$ cat config.mk
export PLATFORM = sky130hd
export DESIGN_NAME = fpga_cnt_ramp_sequencer
export DESIGN_NICKNAME = d
export VERILOG_FILES = /design/src/rtl/fpga_seq_pkg.sv /design/src/rtl/seq_dwell_timer.sv /design/src/rtl/fpga_cnt_ramp_sequencer.sv
export SDC_FILE = /design/constraint.sdc
export NUM_CORES = 1
export LEC_CHECK = 0
export CAP_MARGIN = 5
export CORE_AREA = 2 2 127 129
export DETAILED_ROUTE_END_ITERATION = 16
export DIE_AREA = 0 0 129 131
export PLACE_DENSITY = 0.79
export SLEW_MARGIN = 30
export SYNTH_ARGS = -nofsm -noshare
export SYNTH_HDL_FRONTEND = slang
export SYNTH_SLANG_ARGS = --single-unit
$ cat constraint.sdc
create_clock -name WBs_CLK_i -period 6.3 [get_ports WBs_CLK_i]
set_input_delay 1.26 -clock WBs_CLK_i [delete_from_list [all_inputs] [get_ports WBs_CLK_i]]
set_output_delay 1.26 -clock WBs_CLK_i [all_outputs]
set_load 0.005 [all_outputs]
$ cat src/rtl/fpga_seq_pkg.sv
// Shared types and constants for the counter-bank ramp sequencer.
package fpga_seq_pkg;

    typedef enum logic [2:0] {
        ST_IDLE      = 3'd0,
        ST_RAMP_UP   = 3'd1,
        ST_HOLD      = 3'd2,
        ST_RAMP_DOWN = 3'd3,
        ST_DONE      = 3'd4
    } seq_state_e;

    localparam int unsigned ADR_ID     = 0;
    localparam int unsigned ADR_CTRL   = 1;
    localparam int unsigned ADR_MASK   = 2;
    localparam int unsigned ADR_DWELL  = 3;
    localparam int unsigned ADR_HOLD   = 4;
    localparam int unsigned ADR_STATUS = 5;

    localparam logic [31:0] SEQ_ID_DEFAULT = 32'h5E0C_0001;
    localparam logic [31:0] UNMAPPED_RD    = 32'haa55_6699;
    localparam logic [5:0]  MAX_LEVEL      = 6'd32;

    // A zero step would stall the ramp forever, so it behaves as 1.
    function automatic logic [5:0] step_clamp(input logic [5:0] step);
        if (step == 6'd0)
            return 6'd1;
        if (step > MAX_LEVEL)
            return MAX_LEVEL;
        return step;
    endfunction

    function automatic logic [31:0] therm(input logic [5:0] level);
        logic [32:0] t;
        t = (33'd1 << level) - 33'd1;
        return t[31:0];
    endfunction

endpackage

$ cat src/rtl/seq_dwell_timer.sv
// Down-counting step timer: expire_o pulses exactly load_val_i cycles after a load.
module seq_dwell_timer #(
    parameter int DWELL_W = 16
) (
    input  logic               clk,
    input  logic               rst,
    input  logic               load_i,
    input  logic [DWELL_W-1:0] load_val_i,
    output logic               expire_o
);
    logic [DWELL_W-1:0] cnt_q, cnt_d;

    always_comb begin
        cnt_d = cnt_q;
        if (load_i)
            cnt_d = (load_val_i == '0) ? DWELL_W'(1) : load_val_i;
        else if (cnt_q != '0)
            cnt_d = cnt_q - DWELL_W'(1);
    end

    always_ff @(posedge clk or posedge rst) begin
        if (rst)
            cnt_q <= '0;
        else
            cnt_q <= cnt_d;
    end

    assign expire_o = (cnt_q == DWELL_W'(1));

endmodule

$ cat src/rtl/fpga_cnt_ramp_sequencer.sv
// Wishbone slave that ramps the counter-bank enable vector up, holds, then ramps down.
// Build option: define SEQ_IRQ_EN for the sticky DONE flag and seq_irq_o.
module fpga_cnt_ramp_sequencer
    import fpga_seq_pkg::*;
#(
    parameter int          ADDRWIDTH    = 7,
    parameter int          DATAWIDTH    = 32,
    parameter int          LANES        = 32,
    parameter int          DWELL_W      = 16,
    parameter logic [31:0] SEQ_ID_VALUE = SEQ_ID_DEFAULT
) (
    input  logic                 WBs_CLK_i,
    input  logic                 WBs_RST_i,
    input  logic [ADDRWIDTH-1:0] WBs_ADR_i,
    input  logic                 WBs_CYC_i,
    input  logic                 WBs_STB_i,
    input  logic                 WBs_WE_i,
    input  logic [3:0]           WBs_BYTE_STB_i,
    input  logic [DATAWIDTH-1:0] WBs_DAT_i,
    output logic [DATAWIDTH-1:0] WBs_DAT_o,
    output logic                 WBs_ACK_o,
    output logic [LANES-1:0]     count_enb_o,
    output logic                 seq_irq_o
);
    logic               ack_q, ack_d, wr_en;
    logic               sel_id, sel_ctrl, sel_mask, sel_dwell, sel_hold, sel_status;
    logic               start_w, stop_w;
    logic               loop_q, loop_d;
    logic [5:0]         step_q, step_d, step_eff;
    logic [31:0]        mask_q, mask_d;
    logic [DWELL_W-1:0] dwell_q, dwell_d, hold_q, hold_d;
    seq_state_e         state_q, state_d;
    logic [5:0]         level_q, level_d, lvl_up, lvl_dn;
    logic [6:0]         lvl_sum;
    logic [15:0]        passes_q, passes_d;
    logic               stop_pend_q, stop_pend_d;
    logic [LANES-1:0]   enb_q, enb_d;
    logic               tmr_load, tmr_expire;
    logic [DWELL_W-1:0] tmr_val;
    logic               done_bit;

    assign sel_id     = (WBs_ADR_i == ADDRWIDTH'(ADR_ID));
    assign sel_ctrl   = (WBs_ADR_i == ADDRWIDTH'(ADR_CTRL));
    assign sel_mask   = (WBs_ADR_i == ADDRWIDTH'(ADR_MASK));
    assign sel_dwell  = (WBs_ADR_i == ADDRWIDTH'(ADR_DWELL));
    assign sel_hold   = (WBs_ADR_i == ADDRWIDTH'(ADR_HOLD));
    assign sel_status = (WBs_ADR_i == ADDRWIDTH'(ADR_STATUS));

    assign ack_d   = WBs_CYC_i & WBs_STB_i & ~ack_q;
    assign wr_en   = WBs_CYC_i & WBs_STB_i & WBs_WE_i & ~ack_q;
    assign start_w = wr_en & sel_ctrl & WBs_BYTE_STB_i[0] & WBs_DAT_i[0];
    assign stop_w  = wr_en & sel_ctrl & WBs_BYTE_STB_i[0] & WBs_DAT_i[1];

    // NOTE: every always_comb target gets its hold value first so no path can infer a latch.
    always_comb begin
        loop_d  = loop_q;
        step_d  = step_q;
        mask_d  = mask_q;
        dwell_d = dwell_q;
        hold_d  = hold_q;
        if (wr_en) begin
            if (sel_ctrl && WBs_BYTE_STB_i[0]) loop_d = WBs_DAT_i[2];
            if (sel_ctrl && WBs_BYTE_STB_i[1]) step_d = WBs_DAT_i[13:8];
            for (int b = 0; b < 4; b++)
                if (sel_mask && WBs_BYTE_STB_i[b]) mask_d[b*8 +: 8] = WBs_DAT_i[b*8 +: 8];
            for (int b = 0; b < DWELL_W/8; b++) begin
                if (sel_dwell && WBs_BYTE_STB_i[b]) dwell_d[b*8 +: 8] = WBs_DAT_i[b*8 +: 8];
                if (sel_hold && WBs_BYTE_STB_i[b])  hold_d[b*8 +: 8]  = WBs_DAT_i[b*8 +: 8];
            end
        end
    end

    assign step_eff = step_clamp(step_q);
    assign lvl_sum  = {1'b0, level_q} + {1'b0, step_eff};
    assign lvl_up   = (lvl_sum >= 7'(MAX_LEVEL)) ? MAX_LEVEL : lvl_sum[5:0];
    assign lvl_dn   = (level_q > step_eff) ? (level_q - step_eff) : 6'd0;

    always_comb begin
        state_d = state_q;
        case (state_q)
            ST_IDLE:      if (start_w && !stop_w) state_d = ST_RAMP_UP;
            ST_RAMP_UP: begin
                if (stop_w)
                    state_d = ST_RAMP_DOWN;
                else if (tmr_expire && lvl_up == MAX_LEVEL)
                    state_d = ST_HOLD;
            end
            ST_HOLD:      if (stop_w || tmr_expire) state_d = ST_RAMP_DOWN;
            ST_RAMP_DOWN: if (tmr_expire && lvl_dn == 6'd0) state_d = ST_DONE;
            ST_DONE:      state_d = (loop_q && !stop_pend_q && !stop_w) ? ST_RAMP_UP : ST_IDLE;
            default:      state_d = ST_IDLE;
        endcase
    end

    // The timer reloads on entry to a timed state and on every expiry that stays put.
    always_comb begin
        level_d = level_q;
        if (state_q == ST_RAMP_UP && tmr_expire && !stop_w)
            level_d = lvl_up;
        else if (state_q == ST_RAMP_DOWN && tmr_expire)
            level_d = lvl_dn;

        tmr_load = (state_d != state_q || tmr_expire) &&
                   (state_d inside {ST_RAMP_UP, ST_HOLD, ST_RAMP_DOWN});
        tmr_val  = (state_d == ST_HOLD) ? hold_q : dwell_q;

        passes_d = passes_q;
        if (state_q == ST_DONE && passes_q != 16'hFFFF)
            passes_d = passes_q + 16'd1;

        stop_pend_d = stop_pend_q;
        if (state_d == ST_IDLE)
            stop_pend_d = 1'b0;
        else if (stop_w)
            stop_pend_d = 1'b1;

        enb_d = mask_q & therm(level_q);
    end

    // NOTE: state uses non-blocking assignments so every flop samples pre-edge values.
    always_ff @(posedge WBs_CLK_i or posedge WBs_RST_i) begin
        if (WBs_RST_i) begin
            ack_q       <= 1'b0;
            loop_q      <= 1'b0;
            step_q      <= 6'd1;
            mask_q      <= 32'hFFFF_FFFF;
            dwell_q     <= DWELL_W'(1);
            hold_q      <= DWELL_W'(1);
            state_q     <= ST_IDLE;
            level_q     <= 6'd0;
            passes_q    <= 16'd0;
            stop_pend_q <= 1'b0;
            enb_q       <= '0;
        end else begin
            ack_q       <= ack_d;
            loop_q      <= loop_d;
            step_q      <= step_d;
            mask_q      <= mask_d;
            dwell_q     <= dwell_d;
            hold_q      <= hold_d;
            state_q     <= state_d;
            level_q     <= level_d;
            passes_q    <= passes_d;
            stop_pend_q <= stop_pend_d;
            enb_q       <= enb_d;
        end
    end

`ifdef SEQ_IRQ_EN
    logic done_q, done_d;

    // Entering DONE outranks a simultaneous software clear.
    always_comb begin
        done_d = done_q;
        if (wr_en && sel_status && WBs_BYTE_STB_i[0] && WBs_DAT_i[7])
            done_d = 1'b0;
        if (state_d == ST_DONE && state_q != ST_DONE)
            done_d = 1'b1;
    end

    always_ff @(posedge WBs_CLK_i or posedge WBs_RST_i) begin
        if (WBs_RST_i)
            done_q <= 1'b0;
        else
            done_q <= done_d;
    end

    assign done_bit = done_q;
`else
    assign done_bit = 1'b0;
`endif

    always_comb begin
        WBs_DAT_o = DATAWIDTH'(UNMAPPED_RD);
        if (sel_id)
            WBs_DAT_o = DATAWIDTH'(SEQ_ID_VALUE);
        else if (sel_ctrl)
            WBs_DAT_o = DATAWIDTH'({18'b0, step_q, 5'b0, loop_q, 2'b0});
        else if (sel_mask)
            WBs_DAT_o = DATAWIDTH'(mask_q);
        else if (sel_dwell)
            WBs_DAT_o = DATAWIDTH'(dwell_q);
        else if (sel_hold)
            WBs_DAT_o = DATAWIDTH'(hold_q);
        else if (sel_status)
            WBs_DAT_o = DATAWIDTH'({passes_q, 2'b0, level_q, done_bit, 4'b0, state_q});
    end

    seq_dwell_timer #(
        .DWELL_W (DWELL_W)
    ) u_timer (
        .clk        (WBs_CLK_i),
        .rst        (WBs_RST_i),
        .load_i     (tmr_load),
        .load_val_i (tmr_val),
        .expire_o   (tmr_expire)
    );

    assign WBs_ACK_o   = ack_q;
    assign count_enb_o = enb_q;
    assign seq_irq_o   = done_bit;

endmodule

==> results of run 1 <==
[synthesized netlist by cell type (all sizes together) (7+ instances only)]
master	count	share of area
mux2i	40	0.047
o21ai	43	0.025
a21oi	61	0.036
ha	17	0.025
nand2b	14	0.010
inv	28	0.012
dfrtp	111	0.33
nand4	10	0.0081
clkbuf	30	0.013
and2	19	0.014
o22ai	7	0.0051
or3	7	0.0051
nand2	71	0.031
a31oi	9	0.0066
nor2	67	0.030
xor2	15	0.015
nor3	22	0.014
nor4	18	0.017
buf	15	0.012
nor2b	24	0.018
mux2	73	0.097
xnor2	14	0.014
dfstp	35	0.11
nand3	18	0.011
[final cells by class]
cell class	count	area share
Clock inverter	10	0.0116
Clock buffer	22	0.0476
Multi-Input combinational cell	639	0.434
Inverter	28	0.0108
Tap cell	216	0.0260
Sequential cell	146	0.356
Timing Repair Buffer	120	0.114
[cells by family after synthesis]
family	share of synthesized area
AO/OA/AOI/OAI	0.135
XOR/XNOR	0.0298
adder cells (fa/ha/maj)	0.0297
buffers and inverters	0.0375
flip-flops	0.434
multiplexers	0.144
other	0.000440
AND/OR/NAND/NOR	0.189
[final timing paths]
check	from	endpoint	slack, ns	depth (start not counted)
max reg2reg	step_q[1]	u_timer.cnt_q[1]	2.60	13
min reg2reg	stop_pend_q	stop_pend_q	0.51	1
min in group asynchronous	WBs_RST_i	state_q[1]	1.35	2
max	WBs_ADR_i[3]	WBs_DAT_o[10]	0.97	7
min	stop_pend_q	stop_pend_q	0.51	1
max in group asynchronous	WBs_RST_i	hold_q[9]	3.87	3
[per-layer routing]
layer | share of wire | routed length, µm
met5 | 0 | 0
met4 | 0.024 | 569
met2 | 0.48 | 11300
met3 | 0.071 | 1670
met1 | 0.43 | 10100
[power by group]
group	switching, µW	internal (µW)
registers	79.6	998
logic	208	185
clock network	412	639
total	700	1820
[per-stage QoR]
step                      hold slack [ns]  instances  power (µW)
after global placement              0.488       1149        1470
after detailed placement            0.496       1149        1480
after floorplan                     0.463        858        1370
after CTS                           0.512       1181        2530
final                               0.514       1181        2520
after global routing                0.526       1181        2620
[critical path: cells and delay by family]
kind,cells,cell delay [ns]
compound gates,2,0.32
buf+inv,2,1.01
simple gates,3,1.46
[flip-flops by register name, indices dropped and copies added, names as in the netlist]
register and count:
dwell_q 16, state_q 3, passes_q 16, hold_q 16, loop_q 1, step_q 6, count_enb_o 32, stop_pend_q 1
WBs_ACK_o 1, u_timer.cnt_q 16, mask_q 32, level_q 6
==> results.yml, run 1 <==
outcome:
  outcome: "complete, no violations"
logic_synthesis:
  ys_types: 73
  syn_avg_cell_area_um2: 9.93
  syn_nets: 925
  syn_inst: 858
  synth-async-reset-ratio: 1.00
  yosysSeqAreaShare: 0.434
  syn_area_um2: 8520
  synthFlopType: "dfrtp_1"
  synth-seq-cells: 146
  synth_edf_count: 0
  yosysWarningCount: 0
setup_path:
  crit_top_cell: "clkdlybuf4s50_1"
  worstPathCellList: "clkdlybuf4s50_1, nor4_4, nand2_1, nor2_1, a21oi_1, o21ai_0, clkdlybuf4s50_1"
  crit_arrival_ns: 4.07
  end_kind: "primary output"
  crit_path_top_delay_cell: "nor4_4"
  required_ns: 5.04
  critical_path_class: "in2out"
  cp_max_fo: 10
  critical_path.max_stage_delay_ns: 0.59
  cp-start-kind: "input port"
timing:
  maxSlewHeadroom: 0.386
  rsz0062_at_grt: "no"
  setup_violations: 0
  slew_viol_final: 0
  min_period_ns: 5.33
  skew_ns: 0.00731
  fmax_mhz: 188
  worst_pin_slew_ns: 0.914
  fin_crit_sh: 0.846
  tns_ns: 0
  hold_violations: 0
  fin_ws_ns: 0.973
final_layout:
  utilization: 0.665
  final_common_cell: "clkdlybuf4s50_1"
  stdcell_area_um2: 10400
  ff_latch_area_um2: 3700
  area_delta_synth_final_pct: 21.9
  final_cell_mix: "clkdlybuf4s50_1, dfrtp_1, mux2_2"
  fill_cells: 1205
  diodes: 0
  multi_input_area_um2: 4500
  drive_gt1_frac: 0.175
  nets: 1019
global_route:
  grt_overflow: 0
  globalRouteMet3Util: 0.0395
  grtUsageMet1: 0.393
  grt_pass1_wl_um: 36300
  grt_max_degree: 102
  grt_pass1_vias: 6736
  busiest_layer: "met2"
  grt_antenna_before_repair: 0
  grt_usage: 0.284
  grt_util_met2: 0.465
detailed_routing:
  antenna_left: 0
  vias: 7222
  first_iter_violations: 857
  drt-total-wl_um: 23600
  wire_per_inst_um: 20.0
  drc: 0
  via_per_inst: 6.12
  firstDrtPassIters: 6
placed_design:
  dp_slack_ns: 1.03
  dp_hpwl_um: 17100
  portBuffers: 112
  placed_cell_area_um2: 9760
  gp_congestion: 0.899
flow_run:
  maxCapViolations: 0
floorplanning:
  io_pins: 114
  die_x_um: 129
  core_um2: 15600
  initial_utilization: 0.546
  die_h_um: 131
  die_area_um2: 16900
  rows: 46
cts:
  h-tree-depth: 4
  clock_sinks: 146
  tritoncts: "done"
  post_cts_buffers: 0
  cts_buffer_depth: 2
  cts-root-buf: "clkbuf_16"
  cts_hold_buf: 0
  ctsResizeCount: 0
  clk_pin_slew_ns: 0.06
  clk_latency_ns: 0.43
  cts_made_buffers: 17
pwr:
  power.density_nw_per_um2: 243
  leakage_uw: 0.00438
  ir_worst_vdd_uv: 204
worst_hold_path:
  hold_class: "reg2reg"
(Power assumes the default switching activity.)
==> run 2, diff against run 1 <==
==> constraint.sdc (replaced) <==
create_clock -name WBs_CLK_i -period 5.4 [get_ports WBs_CLK_i]
set_input_delay 1.08 -clock WBs_CLK_i [delete_from_list [all_inputs] [get_ports WBs_CLK_i]]
set_output_delay 1.08 -clock WBs_CLK_i [all_outputs]
set_load 0.005 [all_outputs]
==> results.yml, run 2 (synthesized netlist as in run 1, its figures left out) <==
outcome:
  outcome: "complete, no violations"
floorplanning:
  die_h_um: 131
  die_area_um2: 16900
  core_um2: 15600
  rows: 46
  initial_utilization: 0.546
  io_pins: 114
  die_x_um: 129
cts:
  ctsResizeCount: 0
  cts_hold_buf: 0
  cts_buffer_depth: 2
  tritoncts: "done"
  h-tree-depth: 4
  clock_sinks: 146
  clk_latency_ns: 0.43
  clk_pin_slew_ns: 0.06
  cts_made_buffers: 17
  post_cts_buffers: 0
  cts-root-buf: "clkbuf_16"
setup_path:
  worstPathCellList: "clkdlybuf4s50_1, or4_1, nor3_2, nand2_1, o21ai_0, clkdlybuf4s50_1"
  path_delay_family: "simple AND/OR/NAND/NOR gates"
  cp_max_fo: 13
  critPathBufInv: 2
  end_kind: "primary output"
  crit_path_top_delay_cell: "or4_1"
  cp-start-kind: "input port"
  critical_path_class: "in2out"
  critical_path.max_stage_delay_ns: 0.81
  crit_top_cell: "clkdlybuf4s50_1"
  crit_arrival_ns: 3.83
  required_ns: 4.32
global_route:
  busiest_layer: "met2"
  grt_pass1_vias: 6659
  grtUsageMet1: 0.407
  grt_max_degree: 61
  grt_util_met2: 0.434
  grt_pass1_wl_um: 36700
  grt_antenna_before_repair: 0
  globalRouteMet3Util: 0.0546
  grt_usage: 0.287
  grt_overflow: 0
final_layout:
  final_common_cell: "clkdlybuf4s50_1"
  multi_input_area_um2: 4500
  nets: 1023
  ff_latch_area_um2: 3700
  diodes: 0
  drive_gt1_frac: 0.179
  final_cell_mix: "clkdlybuf4s50_1, dfrtp_1, mux2_2"
  fill_cells: 1213
  area_delta_synth_final_pct: 22.3
flow_run:
  maxCapViolations: 0
timing:
  rsz0062_at_grt: "no"
  min_period_ns: 4.91
  skew_ns: 0.00890
  tns_ns: 0
  setup_violations: 0
  hold_violations: 0
  slew_viol_final: 0
  fin_crit_sh: 0.909
  maxSlewHeadroom: 0.372
  worst_pin_slew_ns: 0.933
  fin_ws_ns: 0.491
  fmax_mhz: 204
detailed_routing:
  antenna_left: 0
  vias: 7218
  first_iter_violations: 817
  firstDrtPassIters: 6
  wire_per_inst_um: 20.1
  via_per_inst: 6.09
  drc: 0
  drt-total-wl_um: 23900
placed_design:
  gp_congestion: 0.883
  dp_hpwl_um: 17300
  dp_slack_ns: 0.570
  portBuffers: 112
pwr:
  ir_worst_vdd_uv: 236
  finalPower_uw: 2960
  leakage_uw: 0.00440
  power.density_nw_per_um2: 284
worst_hold_path:
  hold_class: "reg2reg"
[run 2: cell count changes in the layout (fill, tap and decap cells not counted), sizes merged]
cell	change
clkinv	+1
clkbuf	-1
buf	+4
inv	+1
clkinvlp	-1
[run 2: final timing paths]
| kind | end | cells after the start | slack [ns] | start |
|---|---|---|---|---|
| min in group asynchronous | state_q[1] | 2 | 1.09 | WBs_RST_i |
| hold reg to reg | passes_q[15] | 1 | 0.50 | passes_q[15] |
| max in group asynchronous | count_enb_o[4] | 3 | 3.26 | WBs_RST_i |
| setup reg to reg | u_timer.cnt_q[8] | 13 | 1.77 | step_q[2] |
| hold / removal | passes_q[15] | 1 | 0.50 | passes_q[15] |
| setup / recovery | WBs_DAT_o[15] | 6 | 0.49 | WBs_ADR_i[3] |
[run 2: worst reg2reg max path, stage by stage, from the launching register on]
cell      delay (ns)
dfrtp_1         0.45
nor4_1          0.28
nor2_1          0.06
nor2_1          0.19
ha_1            0.20
inv_1           0.05
fa_1            0.48
and3_1          0.23
nor2_1          0.23
xnor2_1         0.12
o41ai_2         0.38
a31oi_1         0.13
nand2b_2        0.46
mux2i_1         0.28
[run 2: area by class of cell]
class	count	share of cell area
clock buffers	21	0.0461
multi-input cells	639	0.432
repair buffers	124	0.116
flip-flops and latches	146	0.355
clock inverters	11	0.0135
well taps	216	0.0260
inverters	28	0.0106
[run 2: stage by stage]
stage / cell area, µm² / utilization / hold slack (ns) / instances
detailed placement: 9790 / 0.628 / 0.487 / 1153
floorplan: 8520 / - / 0.463 / 858
CTS: 10400 / 0.667 / 0.498 / 1185
global route: 10400 / 0.668 / 0.528 / 1185
global placement: 9790 / 0.628 / 0.479 / 1153
finish: 10400 / 0.668 / 0.503 / 1185
[run 2: layer usage]
layer	wire length, µm	share of wire	vias to the layer above
met5	0	0	-
met4	882	0.037	0
met3	1750	0.073	61
met2	11100	0.46	372
met1	10100	0.43	3492
li1	-	-	3293
[run 2: power breakdown]
part	internal [µW]	switching, µW	total (µW)
Combinational	217	252	470
Sequential	1160	95.1	1260
Clock	740	489	1230
Total	2120	836	2960
